## config.mk

```make
export PLATFORM = sky130hd
export DESIGN_NAME = conv_layer_output_serializer
export DESIGN_NICKNAME = d
export VERILOG_FILES = /design/src/rtl/conv_layer_output_serializer.sv
export SDC_FILE = /design/constraint.sdc
export NUM_CORES = 1
export LEC_CHECK = 0
export CORE_MARGIN = 3
export CORE_UTILIZATION = 60
export DETAILED_ROUTE_END_ITERATION = 8
export PLACE_DENSITY_LB_ADDON = 0.12
export SYNTH_ARGS = -nofsm -noshare
export SYNTH_HDL_FRONTEND = slang
export SYNTH_SLANG_ARGS = --single-unit
```

## constraint.sdc

```tcl
create_clock -name clk -period 16.28 [get_ports clk]
set_input_delay 1.628 -clock clk [delete_from_list [all_inputs] [get_ports clk]]
set_output_delay 1.628 -clock clk [all_outputs]
set_load 0.01 [all_outputs]
```

## src/rtl/conv_layer_output_serializer.sv

```systemverilog
`default_nettype none
// ============================================================================
// Module   : conv_layer_output_serializer
// Brief    : Double-buffered row-to-word serializer for the convolution
//            kernel array result bus. Each accepted bus is one output row,
//            emitted lane 0 first with a feature-map address.
// Revision : 1.0 - initial release
// ============================================================================
module conv_layer_output_serializer #(
   parameter int WIDTH       = 32,
   parameter int ARRAY_SIZE  = 6,
   parameter int IMAGE_SIZE  = 8,
   parameter int KERNEL_SIZE = 3,
   parameter int ADDR_WIDTH  = 6
) (
   input  logic                        clk,
   input  logic                        rst,
   input  logic                        i_valid,
   input  logic [ARRAY_SIZE*WIDTH-1:0] i_pixel_bus,
   output logic                        o_ready,
   output logic                        o_valid,
   input  logic                        i_ready,
   output logic [WIDTH-1:0]            o_feature,
   output logic [ADDR_WIDTH-1:0]       o_addr,
   output logic                        o_last,
   output logic                        o_frame_done
);

   localparam int OUT_SIZE = IMAGE_SIZE - KERNEL_SIZE + 1;
   localparam int LANE_W   = $clog2(ARRAY_SIZE > 1 ? ARRAY_SIZE : 2);
   localparam int ROW_W    = $clog2(OUT_SIZE > 1 ? OUT_SIZE : 2);
   localparam logic [LANE_W-1:0] C_LANE_LAST = LANE_W'(ARRAY_SIZE - 1);
   localparam logic [ROW_W-1:0]  C_ROW_LAST  = ROW_W'(OUT_SIZE - 1);

   // Occupancy of the ping/pong buffers doubles as the FSM state.
   typedef enum logic [1:0] {
      ST_EMPTY = 2'd0,
      ST_ONE   = 2'd1,
      ST_FULL  = 2'd2
   } state_t;

   state_t                      state_q;
   logic [ARRAY_SIZE*WIDTH-1:0] buf_q [2];
   logic                        wr_ptr_q;
   logic                        rd_ptr_q;
   logic [LANE_W-1:0]           lane_cnt_q;
   logic [ROW_W-1:0]            row_cnt_q;
   logic                        frame_done_q;

   logic                        accept_w;
   logic                        pop_w;
   logic                        row_end_w;
   logic [ARRAY_SIZE*WIDTH-1:0] rd_row_w;
   logic [LANE_W-1:0]           lane_cnt_d;
   logic [ROW_W-1:0]            row_cnt_d;

   // Handshakes and next-value counters; o_ready depends on state only.
   always_comb begin
      accept_w   = i_valid && (state_q != ST_FULL);
      pop_w      = (state_q != ST_EMPTY) && i_ready;
      row_end_w  = pop_w && (lane_cnt_q == C_LANE_LAST);
      lane_cnt_d = lane_cnt_q;
      row_cnt_d  = row_cnt_q;
      if (pop_w) begin
         if (lane_cnt_q == C_LANE_LAST) begin
            lane_cnt_d = '0;
            row_cnt_d  = (row_cnt_q == C_ROW_LAST) ? '0 : row_cnt_q + 1'b1;
         end else begin
            lane_cnt_d = lane_cnt_q + 1'b1;
         end
      end
   end

   // Buffer capture, pointer/counter update and occupancy state machine.
   always_ff @(posedge clk) begin
      if (rst) begin
         state_q      <= ST_EMPTY;
         buf_q[0]     <= '0;
         buf_q[1]     <= '0;
         wr_ptr_q     <= 1'b0;
         rd_ptr_q     <= 1'b0;
         lane_cnt_q   <= '0;
         row_cnt_q    <= '0;
         frame_done_q <= 1'b0;
      end else begin
         if (accept_w) begin
            buf_q[wr_ptr_q] <= i_pixel_bus;
            wr_ptr_q        <= ~wr_ptr_q;
         end
         if (row_end_w) begin
            rd_ptr_q <= ~rd_ptr_q;
         end
         lane_cnt_q   <= lane_cnt_d;
         row_cnt_q    <= row_cnt_d;
         frame_done_q <= pop_w && o_last;
         case (state_q)
            ST_EMPTY: if (accept_w) state_q <= ST_ONE;
            ST_ONE: begin
               if (accept_w && !row_end_w)      state_q <= ST_FULL;
               else if (!accept_w && row_end_w) state_q <= ST_EMPTY;
            end
            ST_FULL:  if (row_end_w) state_q <= ST_ONE;
            default:  state_q <= ST_EMPTY;
         endcase
      end
   end

   // Output word selection straight from the registered read-side state.
   always_comb begin
      rd_row_w     = buf_q[rd_ptr_q];
      o_ready      = (state_q != ST_FULL);
      o_valid      = (state_q != ST_EMPTY);
      o_feature    = rd_row_w[lane_cnt_q*WIDTH +: WIDTH];
      o_addr       = ADDR_WIDTH'(row_cnt_q) * ADDR_WIDTH'(ARRAY_SIZE)
                   + ADDR_WIDTH'(lane_cnt_q);
      o_last       = o_valid && (row_cnt_q == C_ROW_LAST)
                   && (lane_cnt_q == C_LANE_LAST);
      o_frame_done = frame_done_q;
   end

endmodule
`default_nettype wire

```

==> results.md <==
* Setup violations, final at 0
* Dpl ws at 11.25 ns
* Count of cell types in the netlist at 41
* Non-filler cells in the finished layout at 1,755
* Worst slew pin tran at 1.12 ns
* Slew Viols, Final at 0
* Clk sinks at 396
* Worst skew pair latency at 0.52 ns
* H-Tree Depth at 2
* Worst setup EP type: output pin
* Synth top area cells: edfxtp_1, and2_1, mux4_2
* Final hold vios at 0
* DRT iter0 DRCs at 919
* Post-synthesis net count at 1,325
* Sequential cell area fraction in the yosys report at 66.4%
* Layout overhead on the synthesized area at 21.7%
* CP max FO at 63
* Switching Fraction at 21.6%
* Worst VDD drop at 0.0849 mV
* PD cells at 108 nW/um2
* Cell taking the most area after synthesis: edfxtp_1
* Async set or reset register ratio after synthesis at 0%
* Drt pass-1 iters at 5
* Setup CP Type: flop to output pin
* Relative slew slack at 25.2%
* Total chip power at 2.32 mW
* Largest net degree at the start of global routing at 117
* Io pins at 238
* Register clock-pin slew on the reported worst setup and hold paths at 0.06 ns
* Net count, final at 1,540
* Min Tclk post-route at 5.22 ns
* Clock network fraction of design power at 37.3%
* Post-synth top flop: edfxtp_1
* #FFs+latches synth at 396
* Final instance area at 21,600 um2
* Area of the core at 28,900 um2
* Leak at 7.91 nW
* P_int at 1.82 mW
* WP data required at 14.65 ns
* Die area at 31,700 um2
* Top cells by count, synth: and2_1, edfxtp_1, mux4_2, nand2_1, a22oi_1
* DIE WIDTH at 178 um
* Row cnt at 62
* Part of the cycle the worst path needs at 32.1%
* Die Ht at 178 um
* Sequential share of power at 52.7%
* Critical path startpoint category: flop
* Gr ovfl total at 0
* EDFF count, synth at 384
* Antenna viol nets, final at 0
* Root Driver: clkbuf_16
* RD Place Congestion at 0.795
* DP Area at 20,300 um2
* Psw at 502 uW
* Status: complete, no violations
* Hold_buf cts at 0
* Comb power frac at 10.0%
* Vias in the first global route at 10.6k
* Mapped Avg Cell Area at 15.8 um2
* CTS tree: done
* Post-cts sizing count at 0
* Yosys warns at 0
* Min-delay worst type: flop to flop
* Setup repair bufs after CTS at 0
* Routed vias at 10.1k
* Via/cell ratio at 5.74
* Drt total wl at 39.4 mm
* First-pass GRT wire length at 59.8 mm
* Initial Util at 61.3%
* CTS Buf Count at 41
* Setup_tns at 0 ns
* Max cap viols at 0
* WL per Instance at 22.4 um
* Final worst slack at 11.06 ns
* DP Cell Count at 1,677
* Layout cells sized above 1 at 13.0%
* RSZ-0062 raised after global routing: false
* Clock skew at 0.0101 ns
* DRC viols at 0
* Port Buffers at 237
* Total track usage at 25.3%
* DP HPWL at 24.6 mm
* CP arrival at 3.60 ns
* Initial antenna violation count at 9
* Synth Instances at 1,121
* Synth Cell Area at 17,700 um2
* Top-area cell type share of the netlist area at 65.0%
* Max Buffers Root-to-Sink at 3
* Max Clock Freq at 191 MHz
==> layout make-up <==
type	instances	area (um2)
antenna	6	15.0
clock buffer	50	1100
clock inverter	22	139
fill	1766	7360
inverter	5	18.8
multi-input combinational	642	5570
sequential	396	11800
tap	384	480
timing repair buffer	250	2470
==> per-stage QoR <==
| stage | util (%) | hold WS [ns] |
|---|---|---|
| global route | 74.5 | 0.556 |
| CTS | 74.5 | 0.509 |
| global placement | 70.2 | 0.491 |
| floorplan | - | 0.480 |
| detailed placement | 70.2 | 0.503 |
| finish | 74.6 | 0.506 |
==> metal layers <==
| metal | share of wire (%) | wire, um | GRT usage [%] |
|---|---|---|---|
| met5 | 0.18 | 69 | 0 |
| met3 | 6.8 | 2690 | 5.33 |
| met4 | 4.0 | 1560 | 10.5 |
| met2 | 52 | 20600 | 43.5 |
| met1 | 37 | 14500 | 31.3 |
==> power groups by stage <==
stage	clock, mW	combinational [mW]	sequential, mW
finish	0.866	0.233	1.22
global placement	0	0.231	1.24
detailed placement	0	0.234	1.24
floorplan	0	0.123	1.24
global route	0.922	0.249	1.23
CTS	0.879	0.236	1.22
==> cells in the final DEF, fill, tap and decap left out, drive strengths merged, types with 2 or more instances in the layout <==
cell           count
dfxtp             12
inv                6
nor4               3
xor2               4
o21ai              7
nand4b             2
and2             384
a21oi             10
clkdlybuf4s50    237
a22oi             32
or2                2
nor2b              4
mux4              96
nand2             71
diode              6
clkinv            19
nor2               2
fa                 2
clkbuf            50
nand3              2
ha                 6
nor3               3
buf               13
nand2b             2
edfxtp           384
==> path summary, 6_finish.rpt <==
path | from | to | slack (ns) | cells past startpoint
max | lane_cnt_q[0] | o_feature[25] | 11.06 | 5
min | rd_ptr_q | flop | 0.51 | 2
max reg2reg | wr_ptr_q | buf_q[1][107] | 13.34 | 4
min reg2reg | rd_ptr_q | flop | 0.51 | 2
==> flip-flops by register name, indices dropped and copies added (netlist names), named ones only <==
name          cells
wr_ptr_q          1
rd_ptr_q          1
o_frame_done      1
buf_q           384
state_q           2
row_cnt_q         3
lane_cnt_q        3
==> cells by family after synthesis <==
kind of cell | count (synthesis) | share of synthesized area [%]
and+or+nand+nor | 478 | 16.0
DFF | 396 | 66.4
muxes | 96 | 12.2
buffers and inverters | 83 | 2.45
AOI/OAI and AO/OA | 55 | 2.10
adders and majority gates | 8 | 0.649
xor gates and xnor gates | 5 | 0.247
==> worst max-delay path, stage by stage (launching register included) <==
cell,delay [ns]
dfxtp_4,0.73
buf_4,0.77
mux4_2,0.42
a22oi_1,0.39
nand2_1,0.12
clkdlybuf4s50_1,0.51
(Power assumes the default switching activity.)
